--- src/rtl/load_store_unit.sv ---
// Load/store unit bridging byte/halfword requests onto a byte-or-halfword memory port.
// Unaligned halfwords become two byte accesses (high byte at the lower address).
module load_store_unit #(
  parameter int MEM_BYTES = 64
) (
  input  logic        clk,
  input  logic        rst_n,
  input  logic        req_valid,
  output logic        req_ready,
  input  logic        req_we,
  input  logic        req_size,
  input  logic        req_signed,
  input  logic [15:0] req_addr,
  input  logic [15:0] req_wdata,
  output logic        resp_valid,
  output logic [15:0] resp_rdata,
  output logic        resp_err,
  output logic        wmem,
  output logic [15:0] DAddress,
  output logic [15:0] DataIn,
  output logic        memc,
  input  logic [15:0] DataOut
);

  typedef enum logic [1:0] {IDLE, ACC0, ACC1, RESP} state_t;

  localparam logic [16:0] MEM_LIMIT = 17'(MEM_BYTES);

  state_t      state_reg, state_next;
  logic [15:0] addr_reg, addr_next;
  logic [15:0] wdata_reg, wdata_next;
  logic        we_reg, we_next;
  logic        size_reg, size_next;
  logic        signed_reg, signed_next;
  logic        err_reg, err_next;
  logic        split_reg, split_next;
  logic [7:0]  hi_reg, hi_next;

  logic        req_ready_reg, req_ready_next;
  logic        resp_valid_reg, resp_valid_next;
  logic [15:0] resp_rdata_reg, resp_rdata_next;
  logic        resp_err_reg, resp_err_next;
  logic        wmem_reg, wmem_next;
  logic        memc_reg, memc_next;
  logic [15:0] daddr_reg, daddr_next;
  logic [15:0] din_reg, din_next;

  logic [16:0] req_addr_ext;
  logic        req_err;
  logic [15:0] byte_ext;

  assign req_addr_ext = {1'b0, req_addr};
  assign req_err = (req_addr_ext >= MEM_LIMIT) ||
                   (req_size && ((req_addr_ext + 17'd1) >= MEM_LIMIT));
  assign byte_ext = signed_reg ? {{8{DataOut[7]}}, DataOut[7:0]} : {8'h00, DataOut[7:0]};

  always_comb begin
    state_next      = state_reg;
    addr_next       = addr_reg;
    wdata_next      = wdata_reg;
    we_next         = we_reg;
    size_next       = size_reg;
    signed_next     = signed_reg;
    err_next        = err_reg;
    split_next      = split_reg;
    hi_next         = hi_reg;
    req_ready_next  = 1'b0;
    resp_valid_next = 1'b0;
    resp_rdata_next = resp_rdata_reg;
    resp_err_next   = resp_err_reg;
    wmem_next       = 1'b0;
    memc_next       = 1'b0;
    daddr_next      = 16'h0000;
    din_next        = 16'h0000;

    case (state_reg)
      IDLE: begin
        req_ready_next = 1'b1;
        if (req_valid && req_ready_reg) begin
          state_next     = ACC0;
          req_ready_next = 1'b0;
          addr_next      = req_addr;
          wdata_next     = req_wdata;
          we_next        = req_we;
          size_next      = req_size;
          signed_next    = req_signed;
          err_next       = req_err;
          split_next     = req_size & req_addr[0] & ~req_err;
          // Outputs are registered, so the first access is set up on the accept edge.
          if (!req_err) begin
            daddr_next = req_addr;
            memc_next  = req_size & ~req_addr[0];
            wmem_next  = req_we;
            if (req_we) begin
              if (!req_size)
                din_next = {8'h00, req_wdata[7:0]};
              else if (req_addr[0])
                din_next = {8'h00, req_wdata[15:8]};
              else
                din_next = req_wdata;
            end
          end
        end
      end

      ACC0: begin
        if (err_reg) begin
          state_next      = RESP;
          resp_valid_next = 1'b1;
          resp_rdata_next = 16'h0000;
          resp_err_next   = 1'b1;
        end else if (split_reg) begin
          state_next = ACC1;
          hi_next    = DataOut[7:0];
          daddr_next = addr_reg + 16'd1;
          wmem_next  = we_reg;
          if (we_reg)
            din_next = {8'h00, wdata_reg[7:0]};
        end else begin
          state_next      = RESP;
          resp_valid_next = 1'b1;
          resp_err_next   = 1'b0;
          if (we_reg)
            resp_rdata_next = 16'h0000;
          else if (size_reg)
            resp_rdata_next = DataOut;
          else
            resp_rdata_next = byte_ext;
        end
      end

      ACC1: begin
        state_next      = RESP;
        resp_valid_next = 1'b1;
        resp_err_next   = 1'b0;
        resp_rdata_next = we_reg ? 16'h0000 : {hi_reg, DataOut[7:0]};
      end

      RESP: begin
        state_next     = IDLE;
        req_ready_next = 1'b1;
      end

      default: begin
        state_next     = IDLE;
        req_ready_next = 1'b1;
      end
    endcase
  end

  always_ff @(posedge clk or negedge rst_n) begin
    if (!rst_n) begin
      state_reg      <= IDLE;
      addr_reg       <= 16'h0000;
      wdata_reg      <= 16'h0000;
      we_reg         <= 1'b0;
      size_reg       <= 1'b0;
      signed_reg     <= 1'b0;
      err_reg        <= 1'b0;
      split_reg      <= 1'b0;
      hi_reg         <= 8'h00;
      req_ready_reg  <= 1'b1;
      resp_valid_reg <= 1'b0;
      resp_rdata_reg <= 16'h0000;
      resp_err_reg   <= 1'b0;
      wmem_reg       <= 1'b0;
      memc_reg       <= 1'b0;
      daddr_reg      <= 16'h0000;
      din_reg        <= 16'h0000;
    end else begin
      state_reg      <= state_next;
      addr_reg       <= addr_next;
      wdata_reg      <= wdata_next;
      we_reg         <= we_next;
      size_reg       <= size_next;
      signed_reg     <= signed_next;
      err_reg        <= err_next;
      split_reg      <= split_next;
      hi_reg         <= hi_next;
      req_ready_reg  <= req_ready_next;
      resp_valid_reg <= resp_valid_next;
      resp_rdata_reg <= resp_rdata_next;
      resp_err_reg   <= resp_err_next;
      wmem_reg       <= wmem_next;
      memc_reg       <= memc_next;
      daddr_reg      <= daddr_next;
      din_reg        <= din_next;
    end
  end

  assign req_ready  = req_ready_reg;
  assign resp_valid = resp_valid_reg;
  assign resp_rdata = resp_rdata_reg;
  assign resp_err   = resp_err_reg;
  assign wmem       = wmem_reg;
  assign memc       = memc_reg;
  assign DAddress   = daddr_reg;
  assign DataIn     = din_reg;

endmodule

--- config.mk ---
export PLATFORM = sky130hd
export DESIGN_NAME = load_store_unit
export DESIGN_NICKNAME = d
export VERILOG_FILES = /design/src/rtl/load_store_unit.sv
export SDC_FILE = /design/constraint.sdc
export NUM_CORES = 1
export LEC_CHECK = 0
export ABC_AREA = 1
export CORE_MARGIN = 2
export CORE_UTILIZATION = 36
export CTS_CLUSTER_SIZE = 14
export DETAILED_ROUTE_END_ITERATION = 16
export DONT_BUFFER_PORTS = 1
export GPL_TIMING_DRIVEN = 0
export PLACE_DENSITY = 0.47
export SYNTH_ARGS = -nofsm -noshare
export SYNTH_HDL_FRONTEND = slang
export SYNTH_SLANG_ARGS = --single-unit
--- constraint.sdc ---
create_clock -name clk -period 2.15 [get_ports clk]
set_input_delay 0.1075 -clock clk [delete_from_list [all_inputs] [get_ports clk]]
set_output_delay 0.1075 -clock clk [all_outputs]
set_load 0.03 [all_outputs]
==> run summary, run 1 <==
Outcome - finished, violations left
Failing checks - hold timing
First-pass GRT wire length - 18400 µm
Width of the die - 113 µm
Slew @ Worst Pin - 0.630 ns
Max Cap Viol - 0
Number of H-tree levels - 3
Num CTS Buffers - 9
Top-area cell type share of the netlist area - 53.6%
Minimum clock period - 1.93 ns
Initial drt markers - 211
CTS Hold Bufs - 43
Post-synth EDFFs - 0
Pin count of the biggest net entering global routing - 93
Fin nets - 642
Gate power share - 24.3%
Final hold viol count - 92
Netlist cell types - 27
Power per standard cell area - 1080 nW/µm²
Mapped Nets - 588
Seq pwr share - 45.5%
Reg clk slew, reported paths - 0.07 ns
Net Sw Power - 0.00203 W
PnR worst setup slack - 0.216 ns
Slew HR - 57.8%
Post-DR wirelength/cell - 15.3 µm
Antenna Nets Post-Route - 0
Cell Int Power - 0.00360 W
Clk buf depth - 2
Drt pass-1 iters - 4
Number of antenna violations at the first check in global routing - 0
Vert. Die Dim - 113 µm
Setup-failing EPs final - 0
Syn Area/Cell - 8.03 µm²
Detailed Route WL - 11200 µm
Prevailing post-synth register cell - dfrtp_1
Most instantiated cells after synthesis - nand2_1, dfrtp_1, o21ai_0, inv_1, nor2_1
Synth Instances - 529
Sequential area share after synthesis - 54.2%
Initial core utilization - 37.0%
Syn-to-layout area delta - 22.5%
Top cells by area, synth - dfrtp_1, nand2_1, o21ai_0
Fin util - 45.3%
Final Cycle Share - 90.0%
Number of global-route vias before repair - 3656
Vias per std cell - 4.87
Arrival time at the worst endpoint - 2.16 ns
Max Clk Rate - 0.517 GHz
Core area - 11500 µm²
RSZ-0062 raised after global routing - true
Gr ovfl total - 0
# rows - 39
Fin Hold WS - -0.548 ns
Final Max Slew Viols - 0
Design Area, Final - 5200 µm²
Peak supply drop - 0.000571 V
Fin Clk Skew - 0.00740 ns
Clock Sinks - 92
Crit Path Category - flip-flop to flip-flop
Cell area after synthesis - 4250 µm²
Share of layout cells above drive strength 1 - 6.29%
IO Count - 107
Pre-CTS WS - -0.118 ns
Critical path required time - 2.37 ns
Post-DP Area - 4430 µm²
Routability cong. - 0.787
Worst hold path class - input port to asynchronous set/reset pin
TritonCTS clock tree - yes
CTS root buf - clkbuf_16
IO Port Bufs - 0
Crit path max fanout - 10
YS warnings - 0
Drt drc - 0
FFs w/ async S/R, synth - 100%
Setup TNS - 0 ns
Lkg Pwr - 2.58 nW
Ant. Diodes - 0
Synth area leader - dfrtp_1
Register bit count reported by yosys - 92
Gr usage total - 18.6%
Critical path startpoint category - flip-flop
Clk Latency, worst-skew pair - 0.35 ns
Clock group share of total power - 30.2%
Most frequent cell after synthesis - nand2_1
DIE AREA - 12700 µm²
Sw frac - 36.0%
HPWL Detailed - 7750 µm
Via count - 3560
Endpoint class of the critical path - flip-flop
-- layer usage --
metal  share of wire, %  vias to the layer above  GRT usage [%]
met5                  0                        -              0
met4                2.1                        0           8.37
met3                6.3                       15           4.91
met2                 46                      103           29.5
met1                 45                     1641           24.0
li1                   -                     1801              -
-- final cells by class --
cell class	instances	area, µm²
Multi-Input combinational cell	363	1680
Tap cell	143	179
Buffer	14	66.3
Timing Repair Buffer	43	430
Clock inverter	6	88.8
Inverter	60	225
Fill cell	1136	6270
Sequential cell	92	2300
Clock buffer	10	229
-- cells in the final DEF, fill, tap and decap left out, types with 8 or more instances in the layout --
cell type,n
o21ai_0,69
nor2_1,45
dlygate4sd3_1,43
inv_1,58
nand4_1,14
o31ai_1,8
clkbuf_1,9
clkbuf_16,9
dfrtp_1,91
nand2_1,171
a21oi_1,11
nand3_1,14
-- final timing paths --
path | from | endpoint | slack, ns | depth (start not counted)
max | state_reg[1] | resp_rdata[15] | 0.22 | 8
min | rst_n | resp_rdata[12] | -0.55 | 0
max reg2reg | state_reg[1] | resp_rdata[15] | 0.22 | 8
min reg2reg | wdata_reg[3] | wdata_reg[3] | 0.47 | 2
max in group asynchronous | rst_n | req_ready | 2.49 | 0
min in group clk | req_wdata[7] | DataIn[7] | 0.03 | 4
-- power by group through the flow --
stage	registers, W	logic [W]	clock network (W)
finish	0.00256	0.00137	0.00170
global route	0.00262	0.00162	0.00182
floorplan	0.00253	0.000997	0
global placement	0.00259	0.00127	0
detailed placement	0.00260	0.00129	0
CTS	0.00257	0.00137	0.00175
-- repair_timing --
item | CTS | global route
endpoints found under the hold margin | 149 | 92
setup buffers | 0 | 0
setup endpoints to repair | 29 | 42
cloned | 0 | 0
resized for setup | 3 | 10
-- cells by family (layout without fill, tap and decap cells) --
kind of cell,after synthesis,count (layout),synth area share (%)
AOI/OAI and AO/OA,92,92,11.5
adders and majority gates,5,5,1.47
buffers and inverters,74,133,6.75
DFF,92,92,54.2
and+or+nand+nor,266,266,26.1
-- critical path: stages, from the launching register on --
cell	delay, ns
dfrtp_1	0.41
inv_1	0.11
ha_1	0.17
nand3_1	0.19
nand2_2	0.23
inv_1	0.08
nand2_1	0.22
clkbuf_2	0.28
o21ai_0	0.12
-- metrics by stage --
stage	instances	hold slack, ns	power, W
floorplan	529	-0.188	0.00353
global placement	672	-0.185	0.00385
detailed placement	672	-0.185	0.00389
CTS	731	-0.564	0.00569
global route	731	-0.564	0.00605
finish	731	-0.548	0.00563
Power figures use the tool's default switching activity.
==> run 2, diff against run 1 <==
--- a/config.mk
+++ b/config.mk
@@ -5,7 +5,7 @@
 export SDC_FILE = /design/constraint.sdc
 export NUM_CORES = 1
 export LEC_CHECK = 0
-export ABC_AREA = 1
+export ABC_AREA = 0
 export CORE_MARGIN = 2
 export CORE_UTILIZATION = 36
 export CTS_CLUSTER_SIZE = 14
==> constraint.sdc (replaced) <==
create_clock -name clk -period 2.2 [get_ports clk]
set_input_delay 0.11 -clock clk [delete_from_list [all_inputs] [get_ports clk]]
set_output_delay 0.11 -clock clk [all_outputs]
set_load 0.03 [all_outputs]
==> run summary, run 2 <==
Pin count of the biggest net entering global routing - 93 (unchanged)
Register bit count reported by yosys - 92 (unchanged)
First-pass GRT wire length - 16100 µm (-12%)
Power per standard cell area - 1110 nW/µm² (+2.9%)
Minimum clock period - 1.96 ns (+0.0308 ns)
Fin Hold WS - -0.566 ns (-0.0180 ns)
Top-area cell type share of the netlist area - 57.5% (+3.9 points)
Prevailing post-synth register cell - dfrtp_1
Final Cycle Share - 89.3% (-0.64 points)
Syn-to-layout area delta - 22.1%
Setup TNS - 0 ns (unchanged)
Most instantiated cells after synthesis - nand2_1, dfrtp_1, a22o_1, o21ai_0, nor2_1
Gr usage total - 18.1% (-0.55 points)
Slew HR - 51.3% (-6.5 points)
Routability cong. - 0.850 (+8.0%)
Number of antenna violations at the first check in global routing - 0 (unchanged)
DIE AREA - 11900 µm² (-6.5%)
Fin nets - 496 (-23%)
HPWL Detailed - 6590 µm (-15%)
Synth area leader - dfrtp_1
Failing checks - hold timing
CTS Hold Bufs - 44 (+2.3%)
Max Cap Viol - 0 (unchanged)
Multi-input gate area - 1580 µm² (-5.7%)
Most common cell after layout, fill and taps aside - nand2_1
Drt drc - 0 (unchanged)
Setup-failing EPs final - 0 (unchanged)
Reg clk slew, reported paths - 0.09 ns (+0.02 ns)
Endpoint class of the critical path - flip-flop
IO Count - 107 (unchanged)
Lkg Pwr - 2.27 nW (-12%)
IO Port Bufs - 0 (unchanged)
Most frequent cell after synthesis - nand2_1
Detailed Route WL - 10200 µm (-8.8%)
Final hold viol count - 92 (unchanged)
Sequential area share after synthesis - 58.2% (+3.9 points)
Top cells by area, synth - dfrtp_1, nand2_1, a22o_1
YS warnings - 0 (unchanged)
FF+latch area - 2300 µm² (unchanged)
Design Area, Final - 4840 µm² (-7.0%)
Netlist cell types - 44 (+63%)
Worst hold path class - input port to asynchronous set/reset pin
Initial core utilization - 36.7% (-0.34 points)
Syn Area/Cell - 10.4 µm² (+29%)
Fin Clk Skew - 0.00849 ns (+0.00109 ns)
Crit Path Category - flip-flop to flip-flop
Mapped Nets - 440 (-25%)
Max Clk Rate - 0.509 GHz (-1.6%)
Critical path startpoint category - flip-flop
Critical path required time - 2.43 ns (+0.06 ns)
Clock Sinks - 92 (unchanged)
Share of layout cells above drive strength 1 - 11.5% (+5.2 points)
Clk Latency, worst-skew pair - 0.36 ns (about the same)
RSZ-0062 raised after global routing - false
Synth Instances - 381 (-28%)
Final Max Slew Viols - 0 (unchanged)
Pre-CTS WS - -0.400 ns (-0.282 ns)
Arrival time at the worst endpoint - 2.20 ns (+0.04 ns)
CTS root buf - clkbuf_8
PnR worst setup slack - 0.235 ns (+0.0192 ns)
Fillers - 1038 (-8.6%)
# rows - 38 (-2.6%)
Antenna Nets Post-Route - 0 (unchanged)
Number of H-tree levels - 3 (unchanged)
Worst reg2reg path depth - 7 (-1)
Outcome - finished, violations left
Via count - 2941 (-17%)
Core area - 10800 µm² (-5.9%)
Power Total - 0.00539 W (-4.3%)
Num CTS Buffers - 9 (unchanged)
FFs w/ async S/R, synth - 100% (unchanged)
Initial drt markers - 141 (-33%)
Peak supply drop - 0.000417 V (-27%)
Post-synth EDFFs - 0 (unchanged)
Crit path max fanout - 10 (unchanged)
Slew @ Worst Pin - 0.730 ns (+0.100 ns)
Width of the die - 109 µm (-3.3%)
Ant. Diodes - 0 (unchanged)
TritonCTS clock tree - yes
Cell area after synthesis - 3960 µm² (-6.7%)
Most frequent cells in the layout - nand2_1, dfrtp_1, dlygate4sd3_1
Post-DP Area - 4140 µm² (-6.6%)
Drt pass-1 iters - 5 (+1)
Vias per std cell - 5.05 (+3.8%)
Clk buf depth - 2 (unchanged)
Gr ovfl total - 0 (unchanged)
Post-DR wirelength/cell - 17.5 µm (+15%)
Number of global-route vias before repair - 2959 (-19%)
Vert. Die Dim - 109 µm (-3.3%)
==> run 2: logic make-up after synthesis <==
logic type	Yosys count	share of synthesized area [%]
AO/OA/AOI/OAI	59	10.2
multiplexers	17	4.58
AND/OR/NAND/NOR	172	20.2
flip-flops	92	58.2
adder cells (fa/ha/maj)	5	1.58
XOR/XNOR	13	2.88
buffers and inverters	23	2.43
==> run 2: final timing paths <==
kind	slack [ns]	start	endpoint
min reg2reg	0.48	wdata_reg[1]	wdata_reg[1]
min	-0.57	rst_n	resp_rdata[10]
min in group clk	0.05	DataOut[11]	resp_rdata[11]
max in group asynchronous	2.51	rst_n	req_ready
max	0.24	state_reg[1]	DAddress[12]
max reg2reg	0.24	state_reg[1]	DAddress[12]
==> run 2: metrics by stage <==
stage / hold WS (ns) / util, % / std cells
final: -0.566 / 44.8 / 582
after detailed placement: -0.183 / 38.3 / 521
after floorplan: -0.186 / - / 381
after CTS: -0.592 / 44.6 / 581
after global placement: -0.183 / 38.3 / 521
after global routing: -0.597 / 44.8 / 582
==> run 2: critical path, cell delays in order (launching register included) <==
cell and delay (ns):
dfrtp_1 0.37, inv_1 0.08, ha_1 0.21, nand3b_1 0.08
buf_2 0.25, buf_2 0.30, clkbuf_1 0.44, nor2_1 0.11
==> run 2: per-layer routing <==
| layer | routed length, µm | vias to the layer above | track usage [%] |
|---|---|---|---|
| met4 | 115 | 0 | 6.23 |
| li1 | - | 1405 | - |
| met1 | 4770 | 1445 | 24.9 |
| met2 | 4630 | 82 | 26.8 |
| met3 | 660 | 9 | 5.68 |
| met5 | 0 | - | 0 |
==> run 2: where the power goes <==
group          leakage [nW]  switching (W)  internal [W]
Combinational         0.949       0.000745      0.000586
Sequential             1.21       0.000651       0.00210
Clock                 0.113       0.000631      0.000672
==> run 2: cell type report <==
| type | instances | area share, % |
|---|---|---|
| buffer | 14 | 1.37 |
| inverter | 8 | 0.621 |
| timing repair buffer | 46 | 9.42 |
| clock inverter | 6 | 1.79 |
| clock buffer | 10 | 2.85 |
| tap | 140 | 3.62 |
| multi-input combinational | 266 | 32.7 |
| sequential | 92 | 47.6 |
==> run 2: what timing repair did <==
action                                  in CTS  in global routing
resized for setup                            5                  4
endpoints found under the hold margin      160                 92
setup buffers                                0                  2
pin swaps                                    0                  1
endpoints found under the setup margin      23                 23
